==> src/rtl/mc_exec_core_if.sv <==
// Shared memory port of the multi-cycle MIPS core: one handshaked
// channel carries both instruction fetches and lw/sw data accesses.
interface mc_exec_core_if;
    logic        mem_req;
    logic        mem_we;
    logic [31:0] mem_addr;
    logic [31:0] mem_wdata;
    logic [31:0] mem_rdata;
    logic        mem_ack;

    modport master (
        output mem_req, mem_we, mem_addr, mem_wdata,
        input  mem_rdata, mem_ack
    );

    modport slave (
        input  mem_req, mem_we, mem_addr, mem_wdata,
        output mem_rdata, mem_ack
    );
endinterface

==> src/rtl/mc_exec_core.sv <==
// Multi-cycle MIPS-I subset core with a single shared memory port.
// Define MC_EXEC_OVF_TRAP_EN to trap on signed add/sub/addi overflow.
module mc_exec_core #(
    parameter int          NREGS    = 32,
    parameter logic [31:0] RESET_PC = 32'h0000_0000
) (
    input  logic        clk,
    input  logic        rst_n,
    mc_exec_core_if.master bus,
    output logic [31:0] pc,
    output logic        halted,
`ifdef MC_EXEC_OVF_TRAP_EN
    output logic        trap,
`endif
    output logic [2:0]  state
);
    localparam int RW = $clog2(NREGS);

    typedef enum logic [2:0] {
        S_FETCH  = 3'd0,
        S_DECODE = 3'd1,
        S_EXEC   = 3'd2,
        S_MEM    = 3'd3,
        S_WB     = 3'd4,
        S_HALT   = 3'd7
    } st_t;

    st_t st, st_nxt;

    logic [31:0] ir, a, b, imm, alu_q, mdr;
    logic [31:0] rf [NREGS];
    logic [5:0]  op, fn;
    logic [RW-1:0] rs, rt, rd, wr_idx;

    logic is_add, is_sub, is_and, is_or, is_slt;
    logic is_addi, is_lw, is_sw, is_beq, is_j;
    logic is_r, legal;

    logic [31:0] opb, sum, dif, alu_y, daddr, npc;
    logic        xfer, issue, trap_hit;

    assign op     = ir[31:26];
    assign fn     = ir[5:0];
    assign rs     = ir[21 +: RW];
    assign rt     = ir[16 +: RW];
    assign rd     = ir[11 +: RW];
    assign wr_idx = is_r ? rd : rt;
    assign state  = st;
    assign halted = (st == S_HALT);
    assign xfer   = bus.mem_req && bus.mem_ack;

    always_comb begin
        is_add  = 1'b0;
        is_sub  = 1'b0;
        is_and  = 1'b0;
        is_or   = 1'b0;
        is_slt  = 1'b0;
        is_addi = 1'b0;
        is_lw   = 1'b0;
        is_sw   = 1'b0;
        is_beq  = 1'b0;
        is_j    = 1'b0;
        unique case (1'b1)
            (op == 6'h00 && fn == 6'h20): is_add  = 1'b1;
            (op == 6'h00 && fn == 6'h22): is_sub  = 1'b1;
            (op == 6'h00 && fn == 6'h24): is_and  = 1'b1;
            (op == 6'h00 && fn == 6'h25): is_or   = 1'b1;
            (op == 6'h00 && fn == 6'h2A): is_slt  = 1'b1;
            (op == 6'h08):                is_addi = 1'b1;
            (op == 6'h23):                is_lw   = 1'b1;
            (op == 6'h2B):                is_sw   = 1'b1;
            (op == 6'h04):                is_beq  = 1'b1;
            (op == 6'h02):                is_j    = 1'b1;
            default: ;
        endcase
        is_r  = is_add | is_sub | is_and | is_or | is_slt;
        legal = is_r | is_addi | is_lw | is_sw | is_beq | is_j;
    end

    always_comb begin
        opb   = is_r ? b : imm;
        sum   = a + opb;
        dif   = a - b;
        daddr = {sum[31:2], 2'b00};
        alu_y = sum;
        unique case (1'b1)
            is_sub:  alu_y = dif;
            is_and:  alu_y = a & b;
            is_or:   alu_y = a | b;
            is_slt:  alu_y = {31'd0, $signed(a) < $signed(b)};
            default: ;
        endcase
    end

`ifdef MC_EXEC_OVF_TRAP_EN
    always_comb begin
        trap_hit = 1'b0;
        if ((is_add || is_addi) && a[31] == opb[31] && sum[31] != a[31])
            trap_hit = 1'b1;
        if (is_sub && a[31] != b[31] && dif[31] != a[31])
            trap_hit = 1'b1;
    end
`else
    assign trap_hit = 1'b0;
`endif

    // pc already holds the incremented value once EXEC is reached
    always_comb begin
        npc = pc;
        if (st == S_EXEC) begin
            if (is_beq && a == b)
                npc = pc + {imm[29:0], 2'b00};
            else if (is_j)
                npc = {pc[31:28], ir[25:0], 2'b00};
        end
    end

    always_comb begin
        st_nxt = st;
        case (st)
            S_FETCH:  if (xfer) st_nxt = S_DECODE;
            S_DECODE: st_nxt = legal ? S_EXEC : S_HALT;
            S_EXEC: begin
                if (trap_hit)               st_nxt = S_HALT;
                else if (is_lw || is_sw)    st_nxt = S_MEM;
                else if (is_r || is_addi)   st_nxt = S_WB;
                else                        st_nxt = S_FETCH;
            end
            S_MEM:    if (xfer) st_nxt = is_lw ? S_WB : S_FETCH;
            S_WB:     st_nxt = S_FETCH;
            default:  st_nxt = S_HALT;
        endcase
    end

    // a new request starts on every edge entering FETCH or MEM,
    // plus the idle FETCH cycle right after reset
    assign issue = (st_nxt == S_FETCH && (st != S_FETCH || !bus.mem_req))
                || (st_nxt == S_MEM && st != S_MEM);

    always_ff @(posedge clk or negedge rst_n) begin
        if (!rst_n) st <= S_FETCH;
        else        st <= st_nxt;
    end

    always_ff @(posedge clk or negedge rst_n) begin
        if (!rst_n) begin
            bus.mem_req   <= 1'b0;
            bus.mem_we    <= 1'b0;
            bus.mem_addr  <= '0;
            bus.mem_wdata <= '0;
            pc    <= RESET_PC;
            ir    <= '0;
            a     <= '0;
            b     <= '0;
            imm   <= '0;
            alu_q <= '0;
            mdr   <= '0;
`ifdef MC_EXEC_OVF_TRAP_EN
            trap  <= 1'b0;
`endif
            for (int i = 0; i < NREGS; i++) rf[i] <= '0;
        end else begin
            if (issue) begin
                bus.mem_req  <= 1'b1;
                bus.mem_we   <= (st_nxt == S_MEM) && is_sw;
                bus.mem_addr <= (st_nxt == S_MEM) ? daddr : npc;
                if (st_nxt == S_MEM) bus.mem_wdata <= b;
            end else if (xfer) begin
                bus.mem_req <= 1'b0;
                bus.mem_we  <= 1'b0;
            end
            case (st)
                S_FETCH: if (xfer) begin
                    ir <= bus.mem_rdata;
                    pc <= pc + 32'd4;
                end
                S_DECODE: begin
                    a   <= rf[rs];
                    b   <= rf[rt];
                    imm <= {{16{ir[15]}}, ir[15:0]};
                end
                S_EXEC: begin
                    alu_q <= alu_y;
                    pc    <= npc;
`ifdef MC_EXEC_OVF_TRAP_EN
                    if (trap_hit) trap <= 1'b1;
`endif
                end
                S_MEM: if (xfer && is_lw) mdr <= bus.mem_rdata;
                S_WB: if (wr_idx != '0)
                    rf[wr_idx] <= is_lw ? mdr : alu_q;
                default: ;
            endcase
        end
    end
endmodule

==> src/flat_wrapper.sv <==
// flat-port wrapper written by rule: the top's interface ports become plain ports
module mc_exec_core_flat 
#(
    parameter int          NREGS    = 32,
    parameter logic [31:0] RESET_PC = 32'h0000_0000
)
  (clk, rst_n, pc, halted, state, bus_mem_req, bus_mem_we, bus_mem_addr, bus_mem_wdata, bus_mem_rdata, bus_mem_ack);
  mc_exec_core_if bus_i ();
  input  logic clk;
  input  logic rst_n;
  output logic [31:0] pc;
  output logic halted;
  output logic [2:0] state;
  output wire logic [$bits(bus_i.mem_req)-1:0] bus_mem_req;
  output wire logic [$bits(bus_i.mem_we)-1:0] bus_mem_we;
  output wire logic [$bits(bus_i.mem_addr)-1:0] bus_mem_addr;
  output wire logic [$bits(bus_i.mem_wdata)-1:0] bus_mem_wdata;
  input wire logic [$bits(bus_i.mem_rdata)-1:0] bus_mem_rdata;
  input wire logic [$bits(bus_i.mem_ack)-1:0] bus_mem_ack;
  assign bus_mem_req = bus_i.mem_req;
  assign bus_mem_we = bus_i.mem_we;
  assign bus_mem_addr = bus_i.mem_addr;
  assign bus_mem_wdata = bus_i.mem_wdata;
  assign bus_i.mem_rdata = bus_mem_rdata;
  assign bus_i.mem_ack = bus_mem_ack;
  mc_exec_core #(.NREGS(NREGS), .RESET_PC(RESET_PC)) u_core (.clk(clk), .rst_n(rst_n), .bus(bus_i), .pc(pc), .halted(halted), .state(state));
endmodule
==> config.mk <==
export PLATFORM = sky130hd
export DESIGN_NAME = mc_exec_core_flat
export DESIGN_NICKNAME = d
export VERILOG_FILES = /design/src/rtl/mc_exec_core_if.sv /design/src/rtl/mc_exec_core.sv /design/src/flat_wrapper.sv
export SDC_FILE = /design/constraint.sdc
export NUM_CORES = 2
export LEC_CHECK = 0
export CORE_MARGIN = 4
export CORE_UTILIZATION = 50
export CTS_CLUSTER_DIAMETER = 30
export DETAILED_ROUTE_END_ITERATION = 10
export GPL_ROUTABILITY_DRIVEN = 0
export HOLD_SLACK_MARGIN = 0.15
export PLACE_DENSITY_LB_ADDON = 0.05
export SYNTH_ARGS = -nofsm -noshare
export SYNTH_HDL_FRONTEND = slang
export SYNTH_SLANG_ARGS = --single-unit
==> constraint.sdc <==
create_clock -name clk -period 6.3 [get_ports clk]
set_input_delay 0.63 -clock clk [delete_from_list [all_inputs] [get_ports clk]]
set_output_delay 0.63 -clock clk [all_outputs]
set_load 0.1 [all_outputs]
# --- Word-level counts from Yosys, hierarchy flattened ---
# Cells that the tools add are included.
word_totals:
  output_inout_bits: 102
  wordCells: 154
  in_bits: 35
  ff_bits: 1301
op_classes:
  eq_ne: 19
  n_reduce_logical: 29
  muxes: 39
  add_sub_neg: 4
  bitwise_logic: 14
  n_lt_le_gt_ge: 5
op_table:
  columns: ["op", "count"]
  rows:
  - ["$bwmux W1024", 1]
  - ["$mux W32", 11]
  - ["$bmux W32 S5", 2]
  - ["$demux W32 S5", 1]
  - ["$pmux W32 S4", 1]
  - ["$add A32 B32 Y32", 2]
  - ["$pmux W32 S2", 1]
  - ["$eq A6 B6 Y1 const B", 7]
  - ["$add A32 B3 Y32 const B", 1]
  - ["$and A32 B32 Y32", 1]
  - ["$eq A32 B32 Y1", 1]
  - ["$lt A32 B32 Y1", 1]
  - ["$or A32 B32 Y32", 1]
  - ["$sub A32 B32 Y32", 1]
  - ["$mux W28", 1]
  - ["$ge A6 B6 Y1 const B", 3]
  - ["$mux W3", 6]
  - ["$not A5 Y6", 3]
  - ["$pmux W3 S5", 1]
  - ["$mux W1", 13]
  - ["$logic_and A1 B1 Y1", 12]
  - ["$reduce_and A2 Y1", 5]
  - ["$eq A3 B2 Y1 const B", 3]
  - ["$or A1 B1 Y1", 9]
  - ["other kinds (16)", 22]

# --- Longest topological paths before layout ---
depth:
  depth_word: 18
  ltp_mapped: 22
  mapped_depth_nobuf: 16

# --- Worst setup path before layout ---
# OpenSTA, ideal clock, no wires.
synth_timing:
  path_type: "reg2reg"
  startpoint: "register u_core.ir[26]"
  endpoint: "register u_core.bus.mem_addr[23]"
  setup_time_ps: 140
  synth_period_minus_slack_ps: 5042
  n_path_buf: 5
  required_ps: 6160
  stages_incl_launch_ff: 21
  t_arrival_ps: 4902
  setup_slack_ps: 1258
  path_cell_list: "dfrtp_1 or4_4 nor4_4 and3_1 buf_2 buf_6 buf_2 buf_1 mux2_2 ha_1 clkbuf_1 a21o_1 a31oi_1 o21ai_0 a22o_1 or2_2 a211o_1 a21oi_1 xnor2_1 a222oi_1 o21ai_0"
synth_via:
  elab_chain_len: 17
  word_cells_on_any_way: 50
  classes_between: "add/sub (1); eq/ne (6); mux (21); bitwise (9); reduce/logical (13)"
synth_lines:
  columns: ["item", "line_no", "text"]
  rows:
  - ["start: declaration", "mc_exec_core.sv:30", "logic [31:0] ir, a, b, imm, alu_q, mdr;"]
  - ["start signal: assignment", "mc_exec_core.sv:174", "ir <= bus.mem_rdata;"]
  - ["$logic_not A6 Y1", null, null]
  - ["$logic_and A1 B1 Y1, on equally long branches", "mc_exec_core.sv:64, mc_exec_core.sv:65", null]
  - ["$mux W1", "mc_exec_core.sv:63", "unique case (1'b1)"]
  - ["$or A1 B1 Y1 (4 in a row)", "mc_exec_core.sv:76", "is_r = is_add | is_sub | is_and | is_or | is_slt;"]
  - ["$or A1 B1 Y1 (5 in a row)", "mc_exec_core.sv:77", "legal = is_r | is_addi | is_lw | is_sw | is_beq | is_j;"]
  - ["$mux W3", "mc_exec_core.sv:122", "S_DECODE: st_nxt = legal ? S_EXEC : S_HALT;"]
  - ["$pmux W3 S5", "mc_exec_core.sv:120", "case (st)"]
  - ["$eq A3 B2 Y1 or $logic_not A3 Y1 (tied branches)", "mc_exec_core.sv:138, mc_exec_core.sv:166, mc_exec_core.sv:137", null]
  - ["$logic_and A1 B1 Y1, on equally long branches", "mc_exec_core.sv:138, mc_exec_core.sv:137", null]
  - ["$logic_or A1 B1 Y1", "mc_exec_core.sv:138", "|| (st_nxt == S_MEM && st != S_MEM);"]
  - ["end signal: assignment", "mc_exec_core.sv:166", "bus.mem_addr <= (st_nxt == S_MEM) ? daddr : npc;"]
  - ["end: declaration", "mc_exec_core_if.sv:12", "output mem_req, mem_we, mem_addr, mem_wdata,"]
# Parallel ways exist; a longest one is shown, timed or not.
# A chain may end at the register's enable or synchronous reset.

# --- Worst setup path in the final report ---
layout_timing:
  startpoint: "register u_core.ir[26]"
  endpoint: "register u_core.bus.mem_addr[29]"
# Same word-level chain as after synthesis.

==> run summary <==
EDFF count, synth: 0
TNS Setup: 0 ns
Max-slew headroom: 15.9%
CP Launch Point: u_core.ir[26]$_DFFE_PN0P_
Top FF cell, synth: dfrtp_1
Top post-synthesis cells by area: dfrtp_1 (46%), mux4_2 (20%), o21ai_0 (4.7%), a21oi_1 (4.4%), nand2_1 (4.1%)
CTS Root Cell: clkbuf_16
Largest net degree at the start of global routing: 160
Count of final hold-check violations: 0
Syn nets: 6,590
Final ANT Viol Nets: 0
Starting Density: 50.5%
Nets: 6,604
Vias post-DR: 53,400
CP endpoint kind: flop
Worst EP required: 7.10 ns
Clock sinks: 1,301
Clk buf depth: 4
Die Height: 384 µm
Startpoint types: flop
GR Overflow Total: 0
# DRC: 0
Slew Limit Fails: 0
Die X: 384 µm
Total die area: 147,000 µm²
H-tree levels: 5
Iteration-0 DRC Markers: 5,224
All-Layer GR Usage: 32.2%
Drt via density: 6.26
Data arrival time of the critical path: 6.25 ns
Final Util: 60.7%
Num ports: 137
Drt pass-1 iters: 5
Worst slew pin tran: 1.26 ns
Crit path time final: 5.45 ns
Total CTS buffers: 328
Global-route wire length before repair: 353,000 µm
Site row count: 137
FF/Latch Area: 32,600 µm²
Top-area cell type share of the netlist area: 46.1%
Syn Inst Count: 6,395
Synth cell types: 83
Clk slew on worst S/H paths: 0.04 ns
Max cap viols: 0
Vias in the first global route: 53,400
RSZ-0062 raised after global routing: false
IO buf count: 136
Area growth from synthesis to layout: 20.2%
Post-synthesis sequential area ratio: 46.1%
Hold Path Class: primary input to asynchronous set/reset pin
Final Skew: 0.0664 ns
Synthesis Warnings: 0
CTS tree: yes
Post-synth ARST share: 100%
Total Wirelength: 236,000 µm
Syn avg cell area: 11.0 µm²
Post-synthesis register bit count: 1,301
Crit share post-route: 86.5%
CP Max Fanout: 24
Hpwl dp: 142,000 µm
Initial antenna violation count: 6
Core ar.: 140,000 µm²
Max Clk Rate: 0.184 GHz
WL/cell: 27.6 µm
Worst r2r src: u_core.ir[26]$_DFFE_PN0P_
Setup Viol. Count Final: 0
Status: finished, final reports clean
Max rail drop VDD: 273 µV
Clock Latency Late Sink: 0.92 ns
LEAKAGE: 36.1 nW
Count leader, synth: dfrtp_1
CP Class: flop to flop
Cell taking the most area after synthesis: dfrtp_1
Postcts setup bufs: 0
Multi-input gate area: 35,700 µm²
Layout cell share with drive strength beyond 1: 22.8%
Fill cells: 11,400
Power Dens Cells: 299 nW/µm²
Post-CTS resize count: 0
Post-Syn Area: 70,600 µm²
Top cells by count, synth: dfrtp_1 (1,301), nand2_1 (771), o21ai_0 (670)
==> sequential cells by signal, indices dropped and copies added (netlist names) <==
| name | flops |
|---|---|
| u_core.a | 32 |
| u_core.mdr | 32 |
| u_core.ir | 32 |
| u_core.rf | 1024 |
| u_core.bus.mem_addr | 32 |
| u_core.bus.mem_we | 1 |
| u_core.b | 32 |
| u_core.bus.mem_wdata | 32 |
| u_core.alu_q | 32 |
| u_core.bus.mem_req | 1 |
| u_core.pc | 32 |
| u_core.imm | 16 |
| u_core.state | 3 |
==> power breakdown <==
group | internal, mW | switching [mW]
sequential | 8.39 | 0.0000000000000000244
combinational | 0.0325 | 0.185
clock | 11.7 | 5.09
==> cell families after synthesis <==
| family | Yosys count | share of synthesized area (%) |
|---|---|---|
| mux | 864 | 23.7 |
| fa+ha+maj | 160 | 2.87 |
| xor+xnor | 99 | 1.23 |
| compound gates | 1628 | 12.6 |
| buf+inv | 709 | 3.88 |
| flops | 1301 | 46.1 |
| simple gates | 1634 | 9.56 |
==> path summary, 6_finish.rpt <==
path,to,slack (ns),cells past startpoint
worst max-delay path,u_core.bus.mem_addr[29]$_DFFE_PN0P_,0.85,15
worst min-delay path,u_core.bus.mem_addr[9]$_DFFE_PN0P_,0.39,2
worst max register to register,u_core.bus.mem_addr[29]$_DFFE_PN0P_,0.85,15
worst min register to register,u_core.rf[995]$_DFFE_PN0P_,0.39,0
max in group asynchronous,u_core.rf[592]$_DFFE_PN0P_,4.35,3
min in group clk,u_core.rf[995]$_DFFE_PN0P_,0.39,0
==> per-layer routing <==
| layer | GRT usage [%] | part of all wire (%) | wire length (µm) |
|---|---|---|---|
| met5 | 0 | 0.011 | 26 |
| met2 | 49.5 | 46 | 108000 |
| met1 | 46.0 | 43 | 101000 |
| met3 | 6.51 | 7.8 | 18400 |
| met4 | 11.5 | 3.4 | 8120 |
==> layout by cell type, fill, tap and decap left out, types with 56 or more instances in the layout <==
cell type	synthesis	routed
mux4_2	640	640
nand2_1	771	759
a21oi_1	625	625
nor2_1	625	616
inv_1	120	120
o21ai_0	670	670
mux2i_1	134	102
xnor2_1	64	64
dfrtp_1	1301	1290
o21ai_1	69	69
buf_4	1	112
mux2_2	90	90
clkinv_2	0	56
clkdlybuf4s50_1	0	135
ha_1	157	157
clkbuf_16	0	332
==> stage by stage <==
stage | power [mW] | setup slack [ns] | std cells | cell area [µm²] | hold WS, ns
2_1_floorplan | 8.51 | 1.26 | 6395 | 70600 | 0.334
5_1_grt | 26.1 | 0.548 | 8526 | 84900 | 0.400
3_3_place_gp | 8.74 | 1.05 | 7954 | 73800 | 0.376
3_5_place_dp | 8.74 | 0.946 | 7954 | 73800 | 0.382
4_1_cts | 25.6 | 0.929 | 8526 | 84900 | 0.364
6_report | 25.4 | 0.853 | 8529 | 84900 | 0.388
==> repair_timing <==
action / in CTS / in global routing
hold buffers: 1 / 0
endpoints found under the setup margin: 0 / 0
endpoints found under the hold margin: 111 / 0
==> area by class of cell <==
| cell class | count | share of cell area [%] |
|---|---|---|
| flip-flops and latches | 1301 | 38.4 |
| clock buffers | 412 | 10.7 |
| well taps | 1876 | 2.76 |
| inverters | 120 | 0.530 |
| diodes | 3 | 0.00884 |
| multi-input cells | 4385 | 42.1 |
| clock inverters | 159 | 2.34 |
| repair buffers | 273 | 3.19 |
==> worst max-delay path: stages, from the launching register on <==
cell and delay, ns:
dfrtp_1 0.43, or4_4 0.58, nor4_4 0.32, and3_2 0.39
buf_4 0.33, mux2_2 0.38, ha_1 0.39, a21o_1 0.23
a31oi_1 0.24, o21ai_0 0.21, a22o_1 0.28, or2_2 0.32
a21oi_1 0.38, o21ai_0 0.25, a221oi_1 0.45, or3_1 0.18
No activity file was read; power rests on OpenSTA's default activity.
